## config.mk

```make
export PLATFORM = sky130hd
export DESIGN_NAME = uart_tx_arbiter
export DESIGN_NICKNAME = d
export VERILOG_FILES = /design/src/rtl/uart_pkg.sv /design/src/rtl/uart_rr_arbiter.sv /design/src/rtl/uart_tx_arbiter.sv
export SDC_FILE = /design/constraint.sdc
export NUM_CORES = 1
export LEC_CHECK = 0
export BUFFER_PORTS_ARGS = -buffer_cell sky130_fd_sc_hd__buf_2
export CORE_UTILIZATION = 49
export DETAILED_ROUTE_END_ITERATION = 6
export GPL_ROUTABILITY_DRIVEN = 0
export PLACE_DENSITY = 0.79
export SLEW_MARGIN = 10
export SYNTH_ARGS = -nofsm -noshare
export SYNTH_HDL_FRONTEND = slang
export SYNTH_SLANG_ARGS = --single-unit
```

## constraint.sdc

```tcl
create_clock -name clk -period 3.55 [get_ports clk]
set_input_delay 0.71 -clock clk [delete_from_list [all_inputs] [get_ports clk]]
set_output_delay 0.71 -clock clk [all_outputs]
set_load 0.05 [all_outputs]
```

## src/rtl/uart_pkg.sv

```systemverilog
// Shared types and constants for the UART TX arbiter slice.
// The frame FSM state type is declared here so sub-modules and any
// future sibling blocks agree on one encoding.
package uart_pkg;

    typedef enum logic [2:0] {
        IDLE   = 3'd0,
        START  = 3'd1,
        DATA   = 3'd2,
        PARITY = 3'd3,
        STOP   = 3'd4
    } tx_state_t;

    localparam logic TXD_IDLE = 1'b1;

endpackage

```

## src/rtl/uart_rr_arbiter.sv

```systemverilog
// Round-robin requester picker for the UART TX arbiter.
// Scans the valid vector starting one past the last granted ID and
// returns a one-hot grant plus the encoded winner. Purely combinational.
module uart_rr_arbiter
    import uart_pkg::*;
#(
    parameter int N_REQ = 4,
    localparam int IDW  = $clog2(N_REQ)
) (
    input  logic [N_REQ-1:0] valid,
    input  logic [IDW-1:0]   last_id,
    output logic [N_REQ-1:0] grant,
    output logic [IDW-1:0]   winner,
    output logic             found
);

    logic [IDW-1:0] cand;

    // first valid index after last_id, wrapping modulo N_REQ
    always_comb begin
        grant  = '0;
        winner = '0;
        found  = 1'b0;
        cand   = '0;
        for (int k = 1; k <= N_REQ; k++) begin
            cand = IDW'((int'(last_id) + k) % N_REQ);
            if (!found && valid[cand]) begin
                grant[cand] = 1'b1;
                winner      = cand;
                found       = 1'b1;
            end
        end
    end

endmodule

```

## src/rtl/uart_tx_arbiter.sv

```systemverilog
// Shares one UART TX line among N_REQ byte requesters.
// Round-robin accept into a one-entry holding register; the frame FSM
// drains the holding register on the bit boundary so consecutive frames
// run with no idle bit between them. One bit per baudpulse.
// Optional feature: define UART_TX_ARB_PARITY_EN to append an even
// parity bit after the data bits.
module uart_tx_arbiter
    import uart_pkg::*;
#(
    parameter int N_REQ     = 4,
    parameter int DATA_BITS = 8,
    parameter int STOP_BITS = 1,
    localparam int IDW      = $clog2(N_REQ)
) (
    input  logic                       clk,
    input  logic                       nrst,
    input  logic                       baudpulse,
    input  logic [N_REQ-1:0]           req_valid,
    input  logic [N_REQ*DATA_BITS-1:0] req_data,
    output logic [N_REQ-1:0]           req_ready,
    output logic                       txd,
    output logic [IDW-1:0]             tx_id,
    output logic                       busy,
    output logic                       frame_done
);

    localparam int BCW = $clog2(DATA_BITS + 1);
    localparam int SCW = $clog2(STOP_BITS + 1);

    tx_state_t            state;
    logic                 run_en;
    logic                 hold_valid;
    logic [DATA_BITS-1:0] hold_data;
    logic [IDW-1:0]       hold_id;
    logic [IDW-1:0]       last_id;
    logic [DATA_BITS-1:0] shreg;
    logic [BCW-1:0]       bit_cnt;
    logic [SCW-1:0]       stop_cnt;
`ifdef UART_TX_ARB_PARITY_EN
    logic                 parity_bit;
`endif

    logic [N_REQ-1:0]     grant;
    logic [IDW-1:0]       winner;
    logic                 found;
    logic [DATA_BITS-1:0] req_bytes [N_REQ];
    logic                 accept;
    logic                 drain;
    logic                 data_last;
    logic                 stop_last;

    for (genvar g = 0; g < N_REQ; g++) begin : g_bytes
        assign req_bytes[g] = req_data[g*DATA_BITS +: DATA_BITS];
    end

    uart_rr_arbiter #(.N_REQ(N_REQ)) u_rr (
        .valid   (req_valid),
        .last_id (last_id),
        .grant   (grant),
        .winner  (winner),
        .found   (found)
    );

    // run_en keeps READY low while reset is asserted, since grant alone follows VALID
    assign req_ready = (run_en && !hold_valid) ? grant : '0;
    assign accept    = run_en && !hold_valid && found;
    assign data_last = (bit_cnt == BCW'(DATA_BITS - 1));
    assign stop_last = (stop_cnt == SCW'(STOP_BITS - 1));
    assign drain     = baudpulse && hold_valid &&
                       ((state == IDLE) || ((state == STOP) && stop_last));
    assign busy      = (state != IDLE) || hold_valid;

    // holding register and round-robin pointer; a drain always beats a new accept
    always_ff @(posedge clk or negedge nrst) begin
        if (!nrst) begin
            run_en     <= 1'b0;
            hold_valid <= 1'b0;
            hold_data  <= '0;
            hold_id    <= '0;
            last_id    <= IDW'(N_REQ - 1);
        end else begin
            run_en <= 1'b1;
            if (drain) begin
                hold_valid <= 1'b0;
            end else if (accept) begin
                hold_valid <= 1'b1;
                hold_data  <= req_bytes[winner];
                hold_id    <= winner;
                last_id    <= winner;
            end
        end
    end

    // frame FSM: every transition waits for baudpulse, TXD is registered
    always_ff @(posedge clk or negedge nrst) begin
        if (!nrst) begin
            state      <= IDLE;
            txd        <= TXD_IDLE;
            tx_id      <= '0;
            shreg      <= '0;
            bit_cnt    <= '0;
            stop_cnt   <= '0;
            frame_done <= 1'b0;
`ifdef UART_TX_ARB_PARITY_EN
            parity_bit <= 1'b0;
`endif
        end else begin
            frame_done <= 1'b0;
            if (baudpulse) begin
                case (state)
                    IDLE: begin
                        if (hold_valid) begin
                            state <= START;
                            txd   <= 1'b0;
                            shreg <= hold_data;
                            tx_id <= hold_id;
`ifdef UART_TX_ARB_PARITY_EN
                            parity_bit <= ^hold_data;
`endif
                        end
                    end
                    START: begin
                        state   <= DATA;
                        txd     <= shreg[0];
                        shreg   <= shreg >> 1;
                        bit_cnt <= '0;
                    end
                    DATA: begin
                        if (data_last) begin
`ifdef UART_TX_ARB_PARITY_EN
                            state <= PARITY;
                            txd   <= parity_bit;
`else
                            state    <= STOP;
                            txd      <= TXD_IDLE;
                            stop_cnt <= '0;
`endif
                        end else begin
                            txd     <= shreg[0];
                            shreg   <= shreg >> 1;
                            bit_cnt <= bit_cnt + BCW'(1);
                        end
                    end
`ifdef UART_TX_ARB_PARITY_EN
                    PARITY: begin
                        state    <= STOP;
                        txd      <= TXD_IDLE;
                        stop_cnt <= '0;
                    end
`endif
                    STOP: begin
                        if (stop_last) begin
                            frame_done <= 1'b1;
                            if (hold_valid) begin
                                // back-to-back: next start bit begins right here
                                state <= START;
                                txd   <= 1'b0;
                                shreg <= hold_data;
                                tx_id <= hold_id;
`ifdef UART_TX_ARB_PARITY_EN
                                parity_bit <= ^hold_data;
`endif
                            end else begin
                                state <= IDLE;
                                txd   <= TXD_IDLE;
                            end
                        end else begin
                            stop_cnt <= stop_cnt + SCW'(1);
                        end
                    end
                    default: begin
                        state <= IDLE;
                        txd   <= TXD_IDLE;
                    end
                endcase
            end
        end
    end

endmodule
```

=== After elaboration in Yosys (flattened, before gate mapping) ===
Index checks and enable logic that the tools add are counted.

* Bitwise operators: 6
* Reduce and logical (&&, ||, !) cells: 32
* Mux-type cells: 59
* Add/subtract/negate cells: 6
* Equal/unequal tests: 8
* Magnitude comparators: 9

{| class="wikitable"
|+ Operator list
! cell !! number
|-
| $mux 8 || 5
|-
| $pmux 8 s4 || 1
|-
| $mux 1 || 24
|-
| $mux 4 || 6
|-
| $bmux 8 s2 || 1
|-
| $logic_and 1x1->1 || 12
|-
| $lt 2x3->1 const B || 4
|-
| $mux 2 || 6
|-
| $or 4x4->4 || 3
|-
| $pmux 3 s4 || 1
|-
| $reduce_and 3->1 || 4
|-
| $mux 3 || 3
|-
| $bmux 1 s2 || 4
|-
| $demux 1 s2 || 4
|-
| $ge 2x1->1 const B || 4
|-
| $ne 2x2->1 const B || 4
|-
| $pmux 4 s2 || 1
|-
| $reduce_and 4->1 || 2
|-
| $reduce_bool 2->1 || 4
|-
| $add 2x1->2 const B || 2
|-
| $add 2x2->2 const B || 2
|-
| $add 4x1->4 const B || 1
|-
| $eq 4x3->1 const B || 1
|-
| $logic_not 1->1 || 4
|-
| 15 further kinds || 17
|}

* Register bits after elaboration: 34
* Output and inout port bits: 9
* Bits of input ports: 39

=== Depth between registers and ports, before layout ===
* Depth after elaboration: 17
* Depth in mapped cells: 13

=== Cells and area by module ===
Synthesis repeated with hierarchy kept, for this count alone.

* Cell total of the unflattened synthesis: 224
* Area, all modules: 2307.2 um^2

{| class="wikitable"
|+ Modules (own cells, without submodules)
! module !! cells each !! times used !! area each (um^2)
|-
| uart_tx_arbiter || 138 || 1 || 1677.9
|-
| uart_rr_arbiter || 86 || 1 || 629.4
|}

=== Worst setup path after synthesis ===
OpenSTA, ideal clock, no wires.

* Path kind: register to output
* Start point: reg last_id[0]
* End point: out req_ready[0]
* Stages on the path, launching flop included: 9
* Required time: 2840 ps
* Setup slack: -408 ps
* Arrival: 3248 ps
* Buffers on the path: 1
* Path through: dfstp_2 buf_2 inv_2 ha_1 mux4_2 nor3_1 nor2b_1 a221oi_1 nor2_1

* Longest elaborated chain between the ends: 14
* Elaborated cells on any way between the ends: 49
* Classes of those cells: add/sub (4); order compare (8); mux (24); bitwise (3); reduce/logical (10)

{| class="wikitable"
|+ Ends and longest elaborated chain
! what !! RTL line !! text
|-
| start: declaration || uart_tx_arbiter.sv:35 || <nowiki>logic [IDW-1:0] last_id;</nowiki>
|-
| start signal: assignment || uart_tx_arbiter.sv:80 || <nowiki>last_id <= IDW'(N_REQ - 1);</nowiki>
|-
| start signal: assignment || uart_tx_arbiter.sv:89 || <nowiki>last_id <= winner;</nowiki>
|-
| parallel branches: the longest is 12 deep, another holds $lt 2x3->1 || n/a ||
|-
| $mux 4 * || uart_rr_arbiter.sv:27 || <nowiki>if (!found && valid[cand]) begin</nowiki>
|-
| $mux 4 * || uart_tx_arbiter.sv:65 || <nowiki>assign req_ready = (run_en && !hold_valid) ? grant : '0;</nowiki>
|-
| end: declaration || uart_tx_arbiter.sv:20 || <nowiki>output logic [N_REQ-1:0] req_ready,</nowiki>
|}

Every way passes the cells marked *. The select of a mux whose other input is x is not followed.

=== Worst setup path in the final report ===
* Start point: reg last_id[1]
* End point: out req_ready[2]

Same word-level chain as after synthesis.

==> impl_metrics.env <==
export IMPL_synth_top_area_cell="dfrtp_1"
export IMPL_grt_first_pass_wirelength_um=7872
export IMPL_syn_area_mm2=0.002233
export IMPL_dp_cells=318
export IMPL_reg2reg_setup_slack_ps=440
export IMPL_maxSlewViolCount=0
export IMPL_leakage_nw=1.194
export IMPL_fin_cells=325
export IMPL_drive_above_1_share_pct=30.04
export IMPL_n_antenna_cell=0
export IMPL_numCtsBuffers=5
export IMPL_post_route_period_util_pct=96.65
export IMPL_critical_path_max_fanout=13
export IMPL_num_vias=1883
export IMPL_grt_pass1_vias=1737
export IMPL_switching_share_pct=45.65
export IMPL_synth_top_cell_area_share_pct=33.61
export IMPL_switchingPower_mw=1.198
export IMPL_drc=0
export IMPL_status="completed"
export IMPL_power_density_mw_per_mm2=996.7
export IMPL_p_seq_share_pct=26.0
export IMPL_finalWirelength_um=4622
export IMPL_antenna_found_initial=0
export IMPL_wire_per_inst_um=14.22
export IMPL_synth_edf_count=0
export IMPL_crit_required_ps=2840
export IMPL_post_dp_hpwl_um=3443
export IMPL_rsz0062_at_grt="yes"
export IMPL_slowest_delay_ps=530
export IMPL_internal_power_mw=1.427
export IMPL_slew_headroom_pct=43.23
export IMPL_drtIter0Drc=79
export IMPL_crit_path_start_kind="flip-flop"
export IMPL_ys_seq_elements=33
export IMPL_pwr_share_comb_pct=63.5
export IMPL_synthCells=226
export IMPL_cts_tree="done"
export IMPL_setup_violations=0
export IMPL_cp_end_kind="output port"
export IMPL_drtPass1Iterations=4
export IMPL_die_w_um=69.51
export IMPL_ir_drop_v=0.0004574
export IMPL_start_util_pct=51.29
export IMPL_cap_violations=0
export IMPL_core_area_mm2=0.004354
export IMPL_clk_path_buf_depth=2
export IMPL_fin_skew_ps=5.196
export IMPL_worst_pin_slew_ps=851.5
export IMPL_hold_path_class="in2async"
export IMPL_yosys_top_cells_area="dfrtp_1 34%, mux2i_1 8.5%, ha_1 5.0%, nor2_1 4.2%, o221a_1 4.0%"
export IMPL_clock_power_share_pct=10.5
export IMPL_synthFlopType="dfrtp_1"
export IMPL_crit_family="buffers and inverters"
export IMPL_layout_min_cycle_time_ps=3431
export IMPL_fin_nets=321
export IMPL_fmax_ghz=0.2915
export IMPL_async_flop_share_pct=100.0
export IMPL_overflow=0
export IMPL_critical_path_class="reg2out"
export IMPL_grt_max_degree=34
export IMPL_slowest_stage="dfstp_2"
export IMPL_postRouteAntennaNets=0
export IMPL_htree_levels=2
export IMPL_cts_root_buf="clkbuf_8"
export IMPL_clk_pin_slew_ps=60
export IMPL_die_y_um=69.51
export IMPL_crit_arrival_ps=2720
export IMPL_io_pins=48
export IMPL_ys_warnings_count=0
export IMPL_via_per_inst=5.794
export IMPL_cts_sinks=33
export IMPL_cp_num_buf_inv=3
export IMPL_clock_latency_ps=280
export IMPL_num_rows=24
export IMPL_layout_commonest_cell="buf_2"
export IMPL_syn2layout_area_growth_pct=17.93
export IMPL_synth_nets=274
export IMPL_cp_cell_sequence="inv_1 > ha_4 > mux4_2 > buf_4 > a221oi_1 > nor2_4 > clkbuf_4"
export IMPL_portBuffers=47
export IMPL_power_mw=2.625
export IMPL_ys_seq_area_share_pct=37.14
export IMPL_ys_types=48
export IMPL_final_cell_mix="43 x buf_2, 30 x dfrtp_1, 21 x nor2_1"
export IMPL_dieArea_mm2=0.004832
export IMPL_grt_usage_pct=20.49
export IMPL_hold_viol=0
export IMPL_syn_area_per_cell_um2=9.882
## cell type report
cell class	count	area (um^2)
fillers	391	1720
inverters	6	22.52
clock buffers	7	86.33
multi-input cells	174	1340
flip-flops and latches	33	829.5
repair buffers	53	290.3
well taps	52	65.06
## synthesized netlist by cell type, types with 3 or more instances
cell type and instances:
o21ai_1 5, nand2_1 17, ha_1 9, a221oi_1 6, nor3_1 4, o221a_1 8, nor2_1 25, buf_6 6
inv_1 4, o211ai_1 3, clkbuf_1 3, o221ai_1 4, a22oi_1 4, mux2i_1 19, nand3_1 10, mux4_2 3
mux2_1 5, a21oi_1 15, nor2b_1 3, o21ai_0 3, dfrtp_1 30, mux2_2 5, dfstp_2 3
## stage by stage
step / worst slack, ps / util, % / TNS, ps / area [um^2] / hold slack (ps)
after CTS: 3.417 / 59.91 / 0 / 2609 / 485.7
after floorplan: 21.57 / - / 0 / 2271 / 414.4
final: 119.0 / 60.49 / 0 / 2634 / 474.9
after global placement: 308.9 / 57.87 / 0 / 2520 / 462.5
after detailed placement: 239.3 / 57.87 / 0 / 2520 / 471.8
after global routing: -34.22 / 60.49 / -75.05 / 2634 / 515.5
## worst paths after layout
path | from | end | cells after the start
min in group clk | hold_id[0]$_DFFE_PN0P_ | hold_id[0]$_DFFE_PN0P_ | 2
worst max-delay path | last_id[1]$_DFFE_PN1P_ | req_ready[2] | 7
worst max register to register | last_id[1]$_DFFE_PN1P_ | hold_data[1]$_DFFE_PN0P_ | 9
worst min register to register | hold_id[0]$_DFFE_PN0P_ | hold_id[0]$_DFFE_PN0P_ | 2
max in group asynchronous | nrst | shreg[3]$_DFFE_PN0P_ | 1
worst min-delay path | nrst | state[1]$_DFFE_PN0P_ | 1
## routing by layer
layer,track usage (%),up-vias,wire length [um]
li1,-,936,-
met1,28.63,887,2171
met2,31.07,54,2179
met3,3.779,6,204
met4,9.070,0,66
met5,0,-,0
## cell families after synthesis
group                      count (synthesis)  synth area share [%]
AOI/OAI and AO/OA                         63                 21.01
adders and majority gates                  9                 5.042
other                                      1                0.1679
muxes                                     32                 16.58
buffers and inverters                     19                 5.322
DFF                                       33                 37.14
xor gates and xnor gates                   2                0.7845
and+or+nand+nor                           67                 13.95
## state kept, by name, indices dropped and copies added (netlist names)
| signal | cells |
|---|---|
| hold_id | 2 |
| last_id | 2 |
| shreg | 8 |
| run_en | 1 |
| state | 3 |
| hold_valid | 1 |
| txd | 1 |
| frame_done | 1 |
| tx_id | 2 |
| hold_data | 8 |
| bit_cnt | 4 |
## repair_timing
action / 4_1_cts / 5_1_grt
buffers inserted: 0 / 0
cloned: 0 / 0
hold buffers: 0 / 0
resized for setup: 1 / 6
endpoints found under the setup margin: 4 / 4
## power by group through the flow
| stage | clock [mW] | sequential (mW) | combinational, mW |
|---|---|---|---|
| 2_1_floorplan | 0 | 0.711 | 1.36 |
| 3_3_place_gp | 0 | 0.680 | 1.58 |
| 3_5_place_dp | 0 | 0.689 | 1.63 |
| 4_1_cts | 0.287 | 0.682 | 1.64 |
| 5_1_grt | 0.304 | 0.704 | 1.84 |
| 6_report | 0.276 | 0.682 | 1.67 |
(Power assumes the default switching activity.)
